==> src/rtl/alu_pkg.sv <==
// Shared constants for the ALU scheduler: ALU input-select codes,
// scheduler state encoding and the one-hot operation check.
package alu_pkg;

   // ALU in_sel encoding {persist, load, reset}
   localparam logic [2:0] IN_RESET   = 3'b001;
   localparam logic [2:0] IN_LOAD    = 3'b010;
   localparam logic [2:0] IN_PERSIST = 3'b100;

   // Scheduler state encoding
   localparam int unsigned ST_W = 3;
   localparam logic [ST_W-1:0] ST_CLR   = 3'd0;
   localparam logic [ST_W-1:0] ST_IDLE  = 3'd1;
   localparam logic [ST_W-1:0] ST_ISSUE = 3'd2;
   localparam logic [ST_W-1:0] ST_WAIT  = 3'd3;
   localparam logic [ST_W-1:0] ST_RESP  = 3'd4;

   // True when exactly one bit of v is set; narrower ops are zero-extended
   function automatic logic is_onehot(input logic [31:0] v);
      return ($countones(v) == 1);
   endfunction

endpackage

==> src/rtl/rr_arb2.sv <==
// Two-way round-robin arbiter, purely combinational.
//   req  : request vector
//   last : index of the most recently served requester
//   gnt  : one-hot grant; on a tie the requester other than last wins
module rr_arb2 (
   input  logic [1:0] req,
   input  logic       last,
   output logic [1:0] gnt
);

   always_comb begin
      gnt = 2'b00;
      case (req)
         2'b01:   gnt = 2'b01;
         2'b10:   gnt = 2'b10;
         2'b11:   gnt = last ? 2'b01 : 2'b10;
         default: gnt = 2'b00;
      endcase
   end

endmodule

==> src/rtl/alu_sched.sv <==
// Shares one ALU between two requesters. Accepts ops over valid/ready,
// arbitrates round-robin, drives the ALU through load/persist, captures the
// result after ALU_LAT cycles and returns it with the requester id.
//   clk, rst                        : clock, synchronous active-high reset
//   req_valid/req_ready             : per-requester request handshake
//   req_a/req_b/req_op              : packed operands / one-hot op per requester
//   rsp_valid/rsp_ready             : response handshake
//   rsp_id/rsp_data/rsp_err         : response payload
//   alu_on/alu_in_sel/alu_num1/2/alu_out_sel : ALU control (registered)
//   alu_result                      : ALU output
//   busy                            : high whenever not idle
module alu_sched
   import alu_pkg::*;
#(
   parameter int unsigned WIDTH   = 8,
   parameter int unsigned OP_W    = 7,
   parameter int unsigned ALU_LAT = 1
) (
   input  logic                 clk,
   input  logic                 rst,
   input  logic [1:0]           req_valid,
   output logic [1:0]           req_ready,
   input  logic [2*WIDTH-1:0]   req_a,
   input  logic [2*WIDTH-1:0]   req_b,
   input  logic [2*OP_W-1:0]    req_op,
   output logic                 rsp_valid,
   input  logic                 rsp_ready,
   output logic                 rsp_id,
   output logic [WIDTH-1:0]     rsp_data,
   output logic                 rsp_err,
   output logic                 alu_on,
   output logic [2:0]           alu_in_sel,
   output logic [WIDTH-1:0]     alu_num1,
   output logic [WIDTH-1:0]     alu_num2,
   output logic [OP_W-1:0]      alu_out_sel,
   input  logic [WIDTH-1:0]     alu_result,
   output logic                 busy
);

   localparam int unsigned CNT_W = 4;

   logic [ST_W-1:0]  state_q, state_d;
   logic             last_grant_q, last_grant_d;
   logic             id_q, id_d;
   logic             op_ok_q, op_ok_d;
   logic [CNT_W-1:0] cnt_q, cnt_d;

   logic             rsp_valid_d, rsp_id_d, rsp_err_d;
   logic [WIDTH-1:0] rsp_data_d;
   logic             alu_on_d;
   logic [2:0]       alu_in_sel_d;
   logic [WIDTH-1:0] alu_num1_d, alu_num2_d;
   logic [OP_W-1:0]  alu_out_sel_d;
   logic             busy_d;

   logic [1:0]       gnt;
   logic             hs_c;
   logic [WIDTH-1:0] sel_a_c, sel_b_c;
   logic [OP_W-1:0]  sel_op_c;

   rr_arb2 u_arb (
      .req  (req_valid),
      .last (last_grant_q),
      .gnt  (gnt)
   );

   // Request accept is the only combinational output
   assign req_ready = (state_q == ST_IDLE) ? (gnt & req_valid) : 2'b00;
   assign hs_c      = |req_ready;

   // Winner's payload
   assign sel_a_c  = gnt[1] ? req_a[2*WIDTH-1:WIDTH] : req_a[WIDTH-1:0];
   assign sel_b_c  = gnt[1] ? req_b[2*WIDTH-1:WIDTH] : req_b[WIDTH-1:0];
   assign sel_op_c = gnt[1] ? req_op[2*OP_W-1:OP_W]  : req_op[OP_W-1:0];

   // State and registered outputs
   always_ff @(posedge clk) begin
      if (rst) begin
         state_q      <= ST_CLR;
         last_grant_q <= 1'b1;
         id_q         <= 1'b0;
         op_ok_q      <= 1'b0;
         cnt_q        <= '0;
         rsp_valid    <= 1'b0;
         rsp_id       <= 1'b0;
         rsp_data     <= '0;
         rsp_err      <= 1'b0;
         alu_on       <= 1'b1;
         alu_in_sel   <= IN_RESET;
         alu_num1     <= '0;
         alu_num2     <= '0;
         alu_out_sel  <= '0;
         busy         <= 1'b1;
      end else begin
         state_q      <= state_d;
         last_grant_q <= last_grant_d;
         id_q         <= id_d;
         op_ok_q      <= op_ok_d;
         cnt_q        <= cnt_d;
         rsp_valid    <= rsp_valid_d;
         rsp_id       <= rsp_id_d;
         rsp_data     <= rsp_data_d;
         rsp_err      <= rsp_err_d;
         alu_on       <= alu_on_d;
         alu_in_sel   <= alu_in_sel_d;
         alu_num1     <= alu_num1_d;
         alu_num2     <= alu_num2_d;
         alu_out_sel  <= alu_out_sel_d;
         busy         <= busy_d;
      end
   end

   // Next state; outputs are computed for the state being entered
   always_comb begin
      state_d       = state_q;
      last_grant_d  = last_grant_q;
      id_d          = id_q;
      op_ok_d       = op_ok_q;
      cnt_d         = cnt_q;
      rsp_valid_d   = rsp_valid;
      rsp_id_d      = rsp_id;
      rsp_data_d    = rsp_data;
      rsp_err_d     = rsp_err;
      alu_on_d      = alu_on;
      alu_in_sel_d  = alu_in_sel;
      alu_num1_d    = alu_num1;
      alu_num2_d    = alu_num2;
      alu_out_sel_d = alu_out_sel;

      case (state_q)
         ST_CLR: begin
            state_d       = ST_IDLE;
            alu_on_d      = 1'b0;
            alu_in_sel_d  = IN_PERSIST;
            alu_num1_d    = '0;
            alu_num2_d    = '0;
            alu_out_sel_d = '0;
         end

         ST_IDLE: begin
            if (hs_c) begin
               state_d = ST_ISSUE;
               id_d    = gnt[1];
               op_ok_d = is_onehot(32'(sel_op_c));
               // Load decision is made here so ISSUE drives it registered
               if (is_onehot(32'(sel_op_c))) begin
                  alu_on_d      = 1'b1;
                  alu_in_sel_d  = IN_LOAD;
                  alu_num1_d    = sel_a_c;
                  alu_num2_d    = sel_b_c;
                  alu_out_sel_d = sel_op_c;
               end
            end
         end

         ST_ISSUE: begin
            if (op_ok_q) begin
               state_d      = ST_WAIT;
               cnt_d        = CNT_W'(ALU_LAT);
               alu_on_d     = 1'b1;
               alu_in_sel_d = IN_PERSIST;
            end else begin
               state_d     = ST_RESP;
               rsp_valid_d = 1'b1;
               rsp_id_d    = id_q;
               rsp_data_d  = '0;
               rsp_err_d   = 1'b1;
            end
         end

         ST_WAIT: begin
            if (cnt_q == CNT_W'(1)) begin
               state_d     = ST_RESP;
               rsp_valid_d = 1'b1;
               rsp_id_d    = id_q;
               rsp_data_d  = alu_result;
               rsp_err_d   = 1'b0;
            end else begin
               cnt_d = cnt_q - CNT_W'(1);
            end
         end

         ST_RESP: begin
            if (rsp_ready) begin
               state_d       = ST_IDLE;
               rsp_valid_d   = 1'b0;
               last_grant_d  = rsp_id;
               alu_on_d      = 1'b0;
               alu_in_sel_d  = IN_PERSIST;
               alu_num1_d    = '0;
               alu_num2_d    = '0;
               alu_out_sel_d = '0;
            end
         end

         default: state_d = ST_CLR;
      endcase

      busy_d = (state_d != ST_IDLE);
   end

endmodule
==> config.mk <==
export PLATFORM = sky130hd
export DESIGN_NAME = alu_sched
export DESIGN_NICKNAME = d
export VERILOG_FILES = /design/src/rtl/alu_pkg.sv /design/src/rtl/rr_arb2.sv /design/src/rtl/alu_sched.sv
export SDC_FILE = /design/constraint.sdc
export NUM_CORES = 1
export LEC_CHECK = 0
export CAP_MARGIN = 10
export CELL_PAD_IN_SITES_DETAIL_PLACEMENT = 1
export CELL_PAD_IN_SITES_GLOBAL_PLACEMENT = 1
export CORE_AREA = 2 2 86 88
export CTS_CLUSTER_SIZE = 20
export DETAILED_ROUTE_END_ITERATION = 10
export DIE_AREA = 0 0 88 90
export GPL_TIMING_DRIVEN = 0
export HOLD_SLACK_MARGIN = 0.06
export MAX_ROUTING_LAYER = met4
export PLACE_DENSITY_LB_ADDON = 0.2
export SLEW_MARGIN = 40
export SYNTH_ARGS = -nofsm -noshare
export SYNTH_HDL_FRONTEND = slang
export SYNTH_SLANG_ARGS = --single-unit
==> constraint.sdc <==
create_clock -name clk -period 16.07 [get_ports clk]
set_clock_uncertainty 0.1 [all_clocks]
set_input_delay 4.821 -clock clk [delete_from_list [all_inputs] [get_ports clk]]
set_output_delay 4.821 -clock clk [all_outputs]
set_load 0.02 [all_outputs]
### Word level (Yosys, flattened, before mapping)

Index checks and enable logic that the tools add are counted.

* add/subtract/negate cells: 7
* equality and inequality tests: 17
* mux-type cells: 46
* bitwise gates (word level): 1
* reductions and logical operators: 13

Operators by type and width (number)
* 8-bit 2-to-1 mux: 9
* 8-bit one-hot mux with 3 select lines: 2
* 7-bit 2-to-1 mux: 4
* 3-bit 2-to-1 mux: 8
* 7-bit one-hot mux with 3 select lines: 1
* 8-bit one-hot mux with 2 select lines: 1
* 3-bit one-hot mux with 5 select lines: 1
* 2-bit != test (second input constant): 6
* 3-bit one-hot mux with 4 select lines: 1
* 1-bit 2-to-1 mux: 9
* 4-bit by 1-bit == test with 1-bit output (second input constant): 2
* 4-bit 2-to-1 mux: 2
* 4-bit one-hot mux with 2 select lines: 1
* 4-bit AND reduction: 2
* 1-bit by 1-bit adder with 2-bit output: 3
* 3-bit by 2-bit == test with 1-bit output (second input constant): 2
* 2-bit one-hot mux with 3 select lines: 1
* 3-bit AND reduction: 2
* 3-bit nonzero test: 2
* 5-bit AND reduction: 1
* 3-bit by 3-bit adder with 4-bit output: 1
* 2-bit == test (second input constant): 2
* 2-bit 2-to-1 mux: 2
* 1-bit one-hot mux with 2 select lines: 2
* other kinds (16): 17

* flip-flop bits (word level): 49
* input port bits: 59
* output and inout port bits: 41
* logic and storage cells: 99

### Longest topological paths before layout

Gate-level depths: netlist of run 1.

* word-level depth: 10
* depth in mapped cells: 12
* depth with buffers taken out: 10

### Modules after synthesis

Synthesis of run 1 repeated with hierarchy kept, for this count alone.

* cells, all modules: 224
* area, all modules: 2290.9 um2

Modules (own cells, without submodules)
* alu_sched: times used 1, cells an instance 221, area each 2272.2 um2, seq. area each 980.9 um2
* rr_arb2: times used 1, cells an instance 3, area each 18.8 um2, seq. area each 0.0 um2

### Least setup slack after synthesis of run 1

No wires, ideal clock.

* kind: input to output
* from: input port req_valid[1]
* to: output port req_ready[1]
* arrival time: 5537 ps
* data required time: 11149 ps
* path slack: 5612 ps
* stages: 3
* buffers on the path: 1
* cell sequence: a21boi_2 -> buf_6 -> and3_2

* word-level cells in the longest chain between the ends: 4
* elaborated cells on any way between the ends: 6
* classes of those cells: eq/ne: 3; mux: 2; bitwise: 1

Ends and longest elaborated chain
* start, declared: RTL line alu_sched.sv:21 `input logic [1:0] req_valid,`
* 2-bit == test / 2-bit by 1-bit == test with 1-bit output (equally long branches): RTL line rr_arb2.sv:13 `case (req)`
* 2-bit one-hot mux with 3 select lines: RTL line rr_arb2.sv:13
* 2-bit bitwise AND (*): RTL line alu_sched.sv:68 `assign req_ready = (state_q == ST_IDLE) ? (gnt & req_valid) : 2'b00;`
* 2-bit 2-to-1 mux (*): RTL line alu_sched.sv:68
* end, declared: RTL line alu_sched.sv:22 `output logic [1:0] req_ready,`

Mark *: on every way between the ends. The rest lies on a longest branch, timed or not.

### Worst setup path after layout of run 1

Ends and elaborated chain as after synthesis.

==> results.toml, run 1 <==
[clocking]
cts.sinks = 49
htree_num_levels = 2
clk_latency_ns = 0.31
cts_resized = 0
cts_hold_buffers = 0
path_clk_slew_ns = 0.09
cts_buffers = 5
cts_setup_buffers = 0
cts_tree = "built"
cts_root_buffer = "clkbuf_8"
ctsLongestPathBuffers = 2

[timing]
fmax_ghz = 0.0852
hold_violations = 0
slew_viol_final = 0
min_period_ns = 11.74
hold_ws_ns = 0.367
min_period_over_period = 0.730
max_slew_margin = 0.610
finalSetupViolCount = 0
fin_tns_setup_ns = 0
postLayoutSetupSlackWorst_ns = 4.33
max_slew.worst_pin.slew_ns = 0.583
grt_setup_unrepaired = "no"

[critical_path]
max_stage_delay_ns = 0.63
cp.arrival_ns = 6.81
cp-start-kind = "input pin"
cpMostUsedCell = "clkdlybuf4s50_1"
cp.required_ns = 11.15
path_buf_inv = 3
slowest_stage = "clkdlybuf4s50_1"
critical_path_class = "input pin to output pin"
path_delay_family = "buffers and inverters"
rrSetupSlack_ns = 11.82
end_kind = "output pin"
path_cells = "clkdlybuf4s50_1, a21boi_2, buf_6, and3_2, clkdlybuf4s50_1"
crit_fanout = 10

[yosys]
synth-seq-cells = 49
synthArstFlopShare = 0
yosysSeqAreaShare = 0.429
synthTopCellsByArea = "dfxtp_1 (43%), mux2i_1 (7.4%), o2bb2ai_2 (5.9%)"
ys_types = 48
synth_top_cell_area_share = 0.429
synth_warnings = 0
syn_area_um2 = 2290
synth-edff-count = 0
synthFlopType = "dfxtp_1"
synthCells = 212
synth_fp_nets = 277
synth_area_leader_cell = "dfxtp_1"
syn_area_per_cell_um2 = 10.8

[placed_design]
place_congestion = 0.753
pre_cts_slack_ns = 4.30
placed_area_um2 = 3390
dp_cells = 409
hpwl_mm = 4.96
portBuffers = 98

[floorplanning]
die_w_um = 88
die_h_um = 90
die-area_um2 = 7920
initial_core_util = 0.326
io_pins = 100
coreArea_um2 = 7020
rows = 31

[finish]
diodes = 0
fin_cells = 417
syn2layout_area_growth_pct = 54.3
fill_cells = 781
final_util = 0.503
fin_area_um2 = 3530
nets = 382
drive_gt1_frac = 0.135

[hold_path]
hp-class = "flip-flop to flip-flop"

[pwr]
p_leak_nw = 1.32
total_power_uw = 319
vdd_ir_drop_max_mv = 0.0430
powerDensity_nw_per_um2 = 90.3

[routing]
routed-via-count = 1981
routedWlPerCell_um = 15.5
antenna_left = 0
drt_iter0_drc = 39
met2_length_mm = 3.06
vias_per_cell = 4.75
drc = 0
wl_met3_um = 350
drt-total-wl_mm = 6.48
dr.pass1.iters = 3
wl_met1_mm = 3.04
highest_layer = "met4"

[grt]
grt_usage = 0.175
antenna_found_initial = 0
gr-total-overflow = 0
grt_pass1_vias = 2072
grt_max_degree = 17
grt_pass1_wl_mm = 10.7

[run]
drv_cap = 0

[status]
status = "finished clean"
[final timing paths]
check,startpoint,endpoint,depth (start not counted)
setup / recovery,req_valid[1],req_ready[1],5
hold / removal,alu_in_sel[0]$_SDFFE_PP1P_,alu_in_sel[0]$_SDFFE_PP1P_,1
setup reg to reg,last_grant_q$_SDFFE_PP1P_,alu_num1[3]$_SDFFE_PP0P_,12
hold reg to reg,alu_in_sel[0]$_SDFFE_PP1P_,alu_in_sel[0]$_SDFFE_PP1P_,1
[report_power, final]
part	switching [mW]	total [mW]	internal [mW]
Sequential	0.00399	0.132	0.128
Combinational	0.0394	0.0796	0.0402
Clock	0.0448	0.107	0.0627
[state kept, by name, indices dropped and copies added (netlist names)]
register	flops
rsp_id	1
cnt_q	4
alu_num1	8
alu_on	1
rsp_err	1
rsp_data	8
state_q	3
rsp_valid	1
id_q	1
alu_num2	8
last_grant_q	1
alu_in_sel	3
busy	1
op_ok_q	1
alu_out_sel	7
[final cells by class]
type	instances	area, µm²	share of cell area
clock inverter	3	68.8	0.0195
sequential	49	981	0.278
multi-input combinational	144	1170	0.333
timing repair buffer	98	981	0.278
buffer	13	110	0.0312
clock buffer	5	68.8	0.0195
inverter	6	22.5	0.00638
tap	99	124	0.0351
[layer usage]
metal	global-route usage	vias to the layer above
li1	-	978
met1	0.230	932
met2	0.275	67
met3	0.0367	4
met4	0.0410	0
met5	-	-
[worst reg2reg max path, cell delays in order, from the launching register on]
cell and delay, ns:
dfxtp_1 0.33, a21boi_2 0.38, mux2_2 0.43, fa_1 0.57, fa_1 0.44, fa_1 0.39
fa_1 0.44, nor2_1 0.19, nand4b_4 0.16, or3_1 0.34, buf_6 0.15, buf_12 0.15
o2bb2ai_2 0.11
[placed cells by master, fill, tap and decap left out, drive strengths merged, types with 2 or more instances in the layout]
master,synthesis,final
a22oi,8,8
dfxtp,49,49
o21ai,4,4
or2,2,2
a21o,4,4
fa,4,4
nand3,3,3
buf,9,9
ha,2,2
a21oi,9,9
nor3,4,4
mux2,7,7
nand2b,2,2
inv,6,7
bufinv,0,2
mux2i,17,17
a22o,7,7
clkdlybuf4s50,0,98
nand2,12,12
or3,3,3
o2bb2ai,16,16
clkbuf,4,9
and3,3,3
nor2,19,19
[cell usage after synthesis, drive strengths merged, types with 2 or more instances]
cell type  count
nand3          3
a22o           7
and3           3
nand2b         2
dfxtp         49
o2bb2ai       16
a21o           4
or3            3
mux2           7
buf            9
o21ai          4
inv            6
a22oi          8
ha             2
a21oi          9
or2            2
nand2         12
mux2i         17
nor2          19
clkbuf         4
nor3           4
fa             4
[logic make-up (layout without fill, tap and decap cells)]
kind of cell | Yosys count | count (layout) | share of synthesized area
and+or+nand+nor | 55 | 55 | 0.130
adders and majority gates | 6 | 6 | 0.0459
buffers and inverters | 19 | 125 | 0.0580
DFF | 49 | 49 | 0.429
AOI/OAI and AO/OA | 58 | 58 | 0.225
xor gates and xnor gates | 1 | 1 | 0.00383
muxes | 24 | 24 | 0.109
Note: power is estimated with default switching activity, not from simulation.
==> run 2: changes to the inputs <==
CORE_AREA = 2 2 94 96   (was 2 2 86 88)
DIE_AREA = 0 0 96 98   (was 0 0 88 90)
clock period = 10.25 ns   (was 16.07 ns; I/O delays follow)
==> results.toml, run 2 (synthesized netlist as in run 1, its figures left out) <==
[status]
status = "finished clean"

[routing]
dr.pass1.iters = 4
drt-total-wl_mm = 6.33
drt_iter0_drc = 30
routed-via-count = 2005
drc = 0
antenna_left = 0
routedWlPerCell_um = 14.9
vias_per_cell = 4.71

[finish]
final_util = 0.416
syn2layout_area_growth_pct = 53.9
fill_cells = 964
layout_commonest_cell = "clkdlybuf4s50_1"
drive_gt1_frac = 0.132
diodes = 0
final_cell_mix = "clkdlybuf4s50_1 (98), dfxtp_1 (49), nor2_1 (18)"
nets = 382
largestRegisters = "alu_num1 (8), alu_num2 (8), rsp_data (8)"

[pwr]
p_leak_nw = 1.31
vdd_ir_drop_max_mv = 0.0612
powerDensity_nw_per_um2 = 135
total_power_uw = 475

[timing]
fin_tns_setup_ns = 0
max_slew_margin = 0.626
finalSetupViolCount = 0
slew_viol_final = 0
min_period_over_period = 0.802
fmax_ghz = 0.122
hold_violations = 0
grt_setup_unrepaired = "no"
hold_ws_ns = 0.360
min_period_ns = 8.22
max_slew.worst_pin.slew_ns = 0.557

[clocking]
cts.sinks = 49
ctsLongestPathBuffers = 2
clk_latency_ns = 0.30
htree_num_levels = 2
cts_buffers = 5
cts_root_buffer = "clkbuf_8"
cts_tree = "built"
cts_setup_buffers = 0
path_clk_slew_ns = 0.09
cts_resized = 0
cts_hold_buffers = 0

[floorplanning]
io_pins = 100
rows = 34
die-area_um2 = 9410
die_h_um = 98
initial_core_util = 0.270
die_w_um = 96
coreArea_um2 = 8470

[grt]
grt_max_degree = 15
grt_pass1_wl_mm = 10.1
gr-total-overflow = 0
grt_pass1_vias = 2118
antenna_found_initial = 0
grt_usage = 0.139

[critical_path]
endpoint = "req_ready[1]"
end_kind = "output pin"
critical_path_class = "input pin to output pin"
rr_endpoint = "alu_num2[5]$_SDFFE_PP0P_"
critPathLaunch = "req_valid[1]"
cp.arrival_ns = 5.04
cp.required_ns = 7.08
crit_fanout = 10
rrSetupSlack_ns = 6.02
r2r_cells = 12
cp-start-kind = "input pin"
r2r-start = "last_grant_q$_SDFFE_PP1P_"

[placed_design]
portBuffers = 98
place_congestion = 0.744
hpwl_mm = 4.85

[hold_path]
hp-class = "flip-flop to flip-flop"

[run]
drv_cap = 0
## run 2: cell types whose count changed in the layout (fill, tap and decap cells not counted), sizes merged
cell and delta:
clkbuf +2, bufinv -1, inv -1
## run 2: area by class of cell
class	instances	area [µm²]	share of cell area
tap	108	135	0.0384
sequential	49	981	0.279
buffer	13	110	0.0313
multi-input combinational	144	1170	0.334
clock buffer	7	86.3	0.0245
inverter	6	22.5	0.00640
timing repair buffer	98	981	0.279
clock inverter	1	30.0	0.00853
## run 2: worst min path at each step
| stage | start | endpoint | slack (ns) | cells after the start |
|---|---|---|---|---|
| 2_1_floorplan | cnt_q[1]$_SDFFE_PP0P_ | cnt_q[1]$_SDFFE_PP0P_ | 0.35 | 2 |
| 3_3_place_gp | alu_in_sel[0]$_SDFFE_PP1P_ | alu_in_sel[0]$_SDFFE_PP1P_ | 0.34 | 1 |
| 3_5_place_dp | alu_in_sel[0]$_SDFFE_PP1P_ | alu_in_sel[0]$_SDFFE_PP1P_ | 0.34 | 1 |
| 4_1_cts | alu_in_sel[0]$_SDFFE_PP1P_ | alu_in_sel[0]$_SDFFE_PP1P_ | 0.37 | 1 |
| 5_1_grt | alu_num1[1]$_SDFFE_PP0P_ | alu_num1[1]$_SDFFE_PP0P_ | 0.39 | 1 |
| 6_report | alu_in_sel[0]$_SDFFE_PP1P_ | alu_in_sel[0]$_SDFFE_PP1P_ | 0.36 | 1 |
## run 2: where the power goes
group	switching (mW)	total, mW	internal [mW]
Combinational	0.0607	0.124	0.0630
Clock	0.0652	0.145	0.0796
Sequential	0.00628	0.206	0.200
Total	0.132	0.475	0.343
## run 2: critical path: stages
cell	delay, ns
clkdlybuf4s50_1	0.51
a21boi_2	0.41
buf_6	0.23
and3_2	0.22
clkdlybuf4s50_1	0.60
## run 2: stage by stage
| step | setup slack, ns | area [µm²] | instances |
|---|---|---|---|
| after CTS | 1.96 | 3520 | 426 |
| after detailed placement | 1.97 | 3400 | 418 |
| final | 2.03 | 3520 | 426 |
| after floorplan | 3.28 | 2290 | 212 |
| after global routing | 1.91 | 3520 | 426 |
| after global placement | 1.99 | 3400 | 418 |
## run 2: layer usage
layer | track usage | vias up | share of wire | routed length (µm)
li1 | - | 978 | - | -
met1 | 0.162 | 952 | 0.43 | 2730
met2 | 0.234 | 67 | 0.47 | 2990
met3 | 0.0363 | 8 | 0.083 | 525
met4 | 0.0341 | 0 | 0.013 | 80
met5 | - | - | 0 | 0
